File: config.mk
export PLATFORM = sky130hd
export DESIGN_NAME = flash_led_sched
export DESIGN_NICKNAME = d
export VERILOG_FILES = /design/src/rtl/flash_led_sched.sv
export SDC_FILE = /design/constraint.sdc
export NUM_CORES = 1
export LEC_CHECK = 0
export CAP_MARGIN = 20
export CELL_PAD_IN_SITES_DETAIL_PLACEMENT = 1
export CELL_PAD_IN_SITES_GLOBAL_PLACEMENT = 2
export CORE_ASPECT_RATIO = 1.75
export CORE_UTILIZATION = 42
export DETAILED_ROUTE_END_ITERATION = 10
export PLACE_DENSITY = 0.95
export RECOVER_POWER = 100
export REMOVE_ABC_BUFFERS = 1
export SLEW_MARGIN = 15
export SYNTH_ARGS = -nofsm -noshare
export SYNTH_HDL_FRONTEND = slang
export SYNTH_SLANG_ARGS = --single-unit
File: constraint.sdc
create_clock -name clk -period 5.35 [get_ports clk]
set_input_delay 0.8025 -clock clk [delete_from_list [all_inputs] [get_ports clk]]
set_output_delay 0.8025 -clock clk [all_outputs]
set_load 0.03 [all_outputs]
File: src/rtl/flash_led_sched.sv
// LED flasher scheduler: power/pause FSM, speed-selectable step strobe and
// shift-direction control for a downstream 8-LED shifter.
module flash_led_sched #(
  parameter int unsigned DIV0   = 50_000_000,
  parameter int unsigned DIV1   = 25_000_000,
  parameter int unsigned DIV2   = 12_500_000,
  parameter int unsigned DIV3   = 6_250_000,
  parameter int unsigned SWEEPS = 2
) (
  input  logic       clk,
  input  logic       rst_n,
  input  logic       power_btn,
  input  logic       pause_btn,
  input  logic [1:0] speed_sel,
  input  logic [1:0] mode_sel,
  output logic       clk_bps,
  output logic       dir,
  output logic       power_now,
  output logic       paused
);

  typedef enum logic [1:0] {
    OFF   = 2'd0,
    RUN   = 2'd1,
    PAUSE = 2'd2
  } state_t;

  localparam logic [15:0] SWEEPS_W = 16'(SWEEPS);

  state_t      state;
  state_t      state_nxt;
  logic [2:0]  pwr_sync;
  logic [2:0]  pse_sync;
  logic [1:0]  warm;
  logic        pwr_armed;
  logic        pse_armed;
  logic        pwr_press;
  logic        pse_press;
  logic        start;
  logic [1:0]  speed_q;
  logic [1:0]  mode_q;
  logic        speed_chg;
  logic [31:0] div;
  logic [31:0] tick;
  logic [2:0]  step;
  logic [15:0] sweep;

  // Buttons are only armed once the synchronizer holds a real sample and it
  // reads low, so a level held high through reset release is not a press.
  always_ff @(posedge clk or negedge rst_n) begin
    if (!rst_n) begin
      pwr_sync  <= '0;
      pse_sync  <= '0;
      warm      <= '0;
      pwr_armed <= 1'b0;
      pse_armed <= 1'b0;
    end else begin
      pwr_sync <= {pwr_sync[1:0], power_btn};
      pse_sync <= {pse_sync[1:0], pause_btn};
      warm     <= {warm[0], 1'b1};
      if (warm[1] && !pwr_sync[1]) pwr_armed <= 1'b1;
      if (warm[1] && !pse_sync[1]) pse_armed <= 1'b1;
    end
  end

  assign pwr_press = pwr_sync[1] & ~pwr_sync[2] & pwr_armed;
  assign pse_press = pse_sync[1] & ~pse_sync[2] & pse_armed;

  always_ff @(posedge clk or negedge rst_n) begin
    if (!rst_n) state <= OFF;
    else        state <= state_nxt;
  end

  always_comb begin
    state_nxt = state;
    if (pwr_press) begin
      state_nxt = (state == OFF) ? RUN : OFF;
    end else if (pse_press) begin
      if (state == RUN)        state_nxt = PAUSE;
      else if (state == PAUSE) state_nxt = RUN;
    end
  end

  always_comb begin
    case (speed_sel)
      2'd0:    div = 32'(DIV0);
      2'd1:    div = 32'(DIV1);
      2'd2:    div = 32'(DIV2);
      default: div = 32'(DIV3);
    endcase
  end

  assign start     = (state == OFF) && (state_nxt == RUN);
  assign speed_chg = (speed_sel != speed_q);
  assign clk_bps   = (state == RUN) && !speed_chg && (tick == div - 32'd1);
  assign power_now = (state != OFF);
  assign paused    = (state == PAUSE);

  // A speed change while paused also clears the held count so it can never
  // sit above the new terminal value.
  always_ff @(posedge clk or negedge rst_n) begin
    if (!rst_n) begin
      speed_q <= '0;
      tick    <= '0;
    end else begin
      speed_q <= speed_sel;
      if (state_nxt == OFF) begin
        tick <= '0;
      end else if (state == RUN) begin
        if (speed_chg || clk_bps) tick <= '0;
        else                      tick <= tick + 32'd1;
      end else if (state == PAUSE && speed_chg) begin
        tick <= '0;
      end
    end
  end

  always_ff @(posedge clk or negedge rst_n) begin
    if (!rst_n) begin
      mode_q <= '0;
      step   <= '0;
      sweep  <= '0;
      dir    <= 1'b0;
    end else if (start) begin
      mode_q <= mode_sel;
      step   <= '0;
      sweep  <= '0;
      dir    <= (mode_sel == 2'b01);
    end else if (clk_bps) begin
      case (mode_q)
        2'b10: begin
          // Ping-pong reuses the step counter as a 7-strobe period.
          if (step == 3'd6) begin
            step <= '0;
            dir  <= ~dir;
          end else begin
            step <= step + 3'd1;
          end
        end
        2'b11: begin
          step <= step + 3'd1;
          if (step == 3'd7) begin
            if (sweep + 16'd1 == SWEEPS_W) begin
              sweep <= '0;
              dir   <= ~dir;
            end else begin
              sweep <= sweep + 16'd1;
            end
          end
        end
        default: step <= step + 3'd1;
      endcase
    end
  end

endmodule

[Word level (Yosys, flattened, before mapping)]
Cells that the tools add are included.
Cells by class
  reduce and logical (&&, ||, !) cells: 21
  mux-type cells: 25
  equality and inequality tests: 16
  bitwise logic cells: 7
  add/sub/neg operators: 4
Operators by type and width (count)
  $mux W32: 4
  $mux W16: 5
  $pmux W26 S3: 1
  $add A32 B1 Y32 const B: 1
  $eq A32 B32 Y1: 1
  $sub A32 B1 Y32 const B: 1
  $add A16 B1 Y16 const B: 1
  $eq A16 B2 Y1 const B: 1
  $mux W3: 4
  $ne A3 B3 Y1 const B: 3
  $eq A2 B1 Y1 const B: 4
  $eq A2 B2 Y1 const B: 4
  $mux W2: 4
  $reduce_bool A2 Y1: 4
  $eq A3 B3 Y1 const B: 2
  $logic_and A1 B1 Y1: 6
  $logic_not A2 Y1: 3
  $mux W1: 6
  $reduce_bool A3 Y1: 2
  $reduce_and A5 Y1: 1
  $and A1 B1 Y1: 4
  $add A3 B1 Y3 const B: 1
  $logic_not A1 Y1: 3
  $not A1 Y1: 3
  4 further kinds: 4
Storage, ports and cells
  register bits after elaboration: 68
  logic and storage cells: 85
  output and inout port bits: 4

[Longest topological paths before layout]
  depth after elaboration: 9
  gate-level depth with buffers: 10

[Worst setup path after synthesis]
No wires, ideal clock.
  path type: in2out
  from: in speed_sel[0]
  to: out clk_bps
  stages: 6
  data arrival time: 1.941 ns
  path slack: 2.607 ns
  required time: 4.548 ns
  cell sequence: buf_6 > xnor2_2 > nand4b_1 > a2111oi_2 > nand4_1 > inv_1
On the way
  cells in the longest elaborated chain, start to end: 5
  elaborated cells between the ends (all ways): 10
  classes of those cells: add/sub (1); eq/ne (4); mux (1); reduce/logical (4)
Ends and longest elaborated chain
  start: declaration: line 14  | input logic [1:0] speed_sel,
  $eq A2 B2 Y1 (tied with other cells): line 85  | case (speed_sel)
  $pmux W26 S3: line 85
  $sub A32 B1 Y32: line 95  | assign clk_bps = (state == RUN) && !speed_chg && (tick == div - 32'd1);
  $eq A32 B32 Y1: line 95
  $logic_and A1 B1 Y1 *: line 95
  end: declaration: line 16  | output logic clk_bps,
Mark *: on every way between the ends. The rest lies on a longest branch, timed or not.

[Final worst setup path]
  from: in speed_sel[1]
  to: out clk_bps
Same word-level chain as after synthesis.

==> impl_metrics.env <==
export IMPL_status="finished, violations left"
export IMPL_violations="capacitance limit, slew limit"
export IMPL_async_flop_share_pct=100
export IMPL_drt_wirelength_per_cell_um=19.2
export IMPL_setup_viol=0
export IMPL_place_gp_congestion=0.895
export IMPL_mostFrequentLayoutCell="dfrtp_1"
export IMPL_core_region_area_mm2=0.00985
export IMPL_nets=502
export IMPL_stdcell_count=618
export IMPL_die_h_um=135
export IMPL_post_drt_via_cell_ratio=6.03
export IMPL_ys_seq_area_share_pct=40.2
export IMPL_io_pins=12
export IMPL_cp_slowest_stage_delay_ns=1.10
export IMPL_synth_area_leader_cell="dfrtp_1"
export IMPL_power_share_combinational_pct=8.8
export IMPL_rsz0062_at_grt="no"
export IMPL_die_area_mm2=0.0105
export IMPL_pwr_share_seq_pct=40.1
export IMPL_min_period_ns=4.77
export IMPL_swShare_pct=24.9
export IMPL_irDropWorstVdd_uv=151
export IMPL_synth_xor_area_share_pct=6.39
export IMPL_min_path_type="reg -> reg"
export IMPL_switchingPower_uw=340
export IMPL_endpoint_kind="output pin"
export IMPL_ctsResizeCount=0
export IMPL_vias=3728
export IMPL_dp_cells=602
export IMPL_cts_made_buffers=9
export IMPL_synth_fa_ha_area_share_pct=1.77
export IMPL_path_class="in -> out"
export IMPL_p_int_uw=1020
export IMPL_grt_pass1_wl_um=19900
export IMPL_cp_cell_sequence="dlygate4sd3_1 > xnor2_1 > nand4b_1 > a2111oi_0 > nand4_1 > inv_1 > dlygate4sd3_1"
export IMPL_clock_sinks=68
export IMPL_required_ns=4.55
export IMPL_grt_overflow=0
export IMPL_synthMuxAreaShare_pct=0.946
export IMPL_diodes=0
export IMPL_drtPass1Iterations=4
export IMPL_cts_buffer_depth=2
export IMPL_cpMostUsedCell="dlygate4sd3_1"
export IMPL_die_x_um=77.9
export IMPL_start_kind="input pin"
export IMPL_ant_nets=0
export IMPL_antenna_found_initial=0
export IMPL_synth_ff_type="dfrtp_1"
export IMPL_mostFrequentLayoutCells="dfrtp_1, nor2_1, nand2_1"
export IMPL_drive_gt1_share_pct=5.48
export IMPL_synth_warnings=0
export IMPL_cts_setup_buffers=0
export IMPL_period_share_pct=89.1
export IMPL_yosysUniqueCellTypes=66
export IMPL_clk_latency_ns=0.34
export IMPL_syn_avg_cell_area_um2=8.62
export IMPL_drc_errors=0
export IMPL_synth_top_family_by_area="simple AND/OR/NAND/NOR gates"
export IMPL_cts_max_level=3
export IMPL_crit_fanout=23
export IMPL_ys_ff_latch=68
export IMPL_cellLeakagePower_uw=0.00184
export IMPL_start_util_pct=43.0
export IMPL_grt_max_degree=69
export IMPL_clk_pin_slew_ns=0.06
export IMPL_cts_tree="yes"
export IMPL_syn_instance_count=491
export IMPL_drt_iter0_markers=143
export IMPL_syn_to_final_growth_pct=11.6
export IMPL_syn_area_mm2=0.00423
export IMPL_utilization_pct=47.9
export IMPL_slew_violations=69
export IMPL_synth_compound_area_share_pct=15.1
export IMPL_place_hpwl_um=8380
export IMPL_powerDensity_mw_per_mm2=289
export IMPL_cp_arrival_ns=3.96
export IMPL_grt_pass1_vias=4054
export IMPL_worstMarginPinSlew_ns=3.86
export IMPL_grt_usage_pct=24.5
export IMPL_synth_enable_flop_cells=0
export IMPL_hold_viol_final=0
export IMPL_finalClockSkew_ns=0.00697
export IMPL_timing_fmax_mhz=210
export IMPL_path_delay_family="buffers and inverters"
export IMPL_power_uw=1360
export IMPL_r2r_slack_ns=1.80
export IMPL_relSlewSlack_pct=-157
export IMPL_synthTopCellsByArea="dfrtp_1, nor2_1, xnor2_1, nand2_1, nand3_1"
export IMPL_tns_ns=0
export IMPL_ctsHoldBuffers=0
export IMPL_synth_simple_gate_area_share_pct=30.7
export IMPL_io_buffers=11
export IMPL_root_buffer="clkbuf_16"
export IMPL_cp_slowest_cell="dlygate4sd3_1"
export IMPL_worstPathBufferInverterCount=3
export IMPL_synth_top_cell_area_share_pct=40.2
export IMPL_fp_row_count=48
export IMPL_clkPwrFrac_pct=51.1
export IMPL_maxCapViolCount=1
export IMPL_drt_total_wl_um=11900
final cells by class:
class / count / area [um^2]
clock inverters: 7 / 124
flip-flops and latches: 68 / 1700
fillers: 1198 / 5130
inverters: 18 / 67.6
multi-input cells: 376 / 2320
well taps: 125 / 156
clock buffers: 9 / 225
repair buffers: 15 / 124
through the flow:
step	hold WS (ns)	area (um^2)	setup slack [ns]
floorplan	0.331	4100	2.45
global placement	0.334	4390	0.963
detailed placement	0.337	4390	0.842
CTS	0.351	4740	0.811
global route	0.351	4720	0.456
finish	0.349	4720	0.584
state kept, by name, indices dropped and copies added (netlist names), 3 cells and up:
register / flops
tick: 32
sweep: 16
pse_sync: 3
pwr_sync: 3
step: 3
logic make-up (layout without fill, tap and decap cells):
kind of cell,Yosys count,count (layout)
simple gates,243,243
compound gates,92,92
flops,68,68
buf+inv,47,49
xor+xnor,30,30
fa+ha+maj,6,6
mux,4,4
other cells,1,1
synth_stat cells (all sizes together), types with 6 or more instances:
master / instances
inv: 18
nor3: 17
nand3: 30
nand2b: 9
a21oi: 19
clkbuf: 19
nor4: 6
nor4b: 6
dfrtp: 68
nand4: 13
xnor2: 23
a21o: 12
o21ai: 22
xor2: 7
and3: 11
ha: 6
nor2b: 6
buf: 10
nor2: 56
nand3b: 7
nand2: 45
routing by layer:
metal	track usage [%]	vias to the layer above	wire (um)
li1	-	1752	-
met1	25.5	1872	4650
met2	45.3	64	6390
met3	3.92	40	257
met4	15.1	0	583
met5	0	-	0
worst paths after layout:
kind                               endpoint         start  cells past startpoint
worst max-delay path                clk_bps  speed_sel[1]                      7
max in group asynchronous           tick[3]         rst_n                      2
worst max register to register     tick[11]       tick[0]                      9
worst min register to register  pse_sync[1]   pse_sync[0]                      0
worst min-delay path            pse_sync[1]   pse_sync[0]                      0
min in group asynchronous          sweep[6]         rst_n                      2
power by group through the flow:
stage	registers [uW]	clock network [uW]	logic [uW]
floorplan	550	0	66.7
global placement	553	0	119
detailed placement	555	0	124
CTS	546	708	126
global route	548	730	133
finish	547	697	120
(Power assumes the default switching activity.)
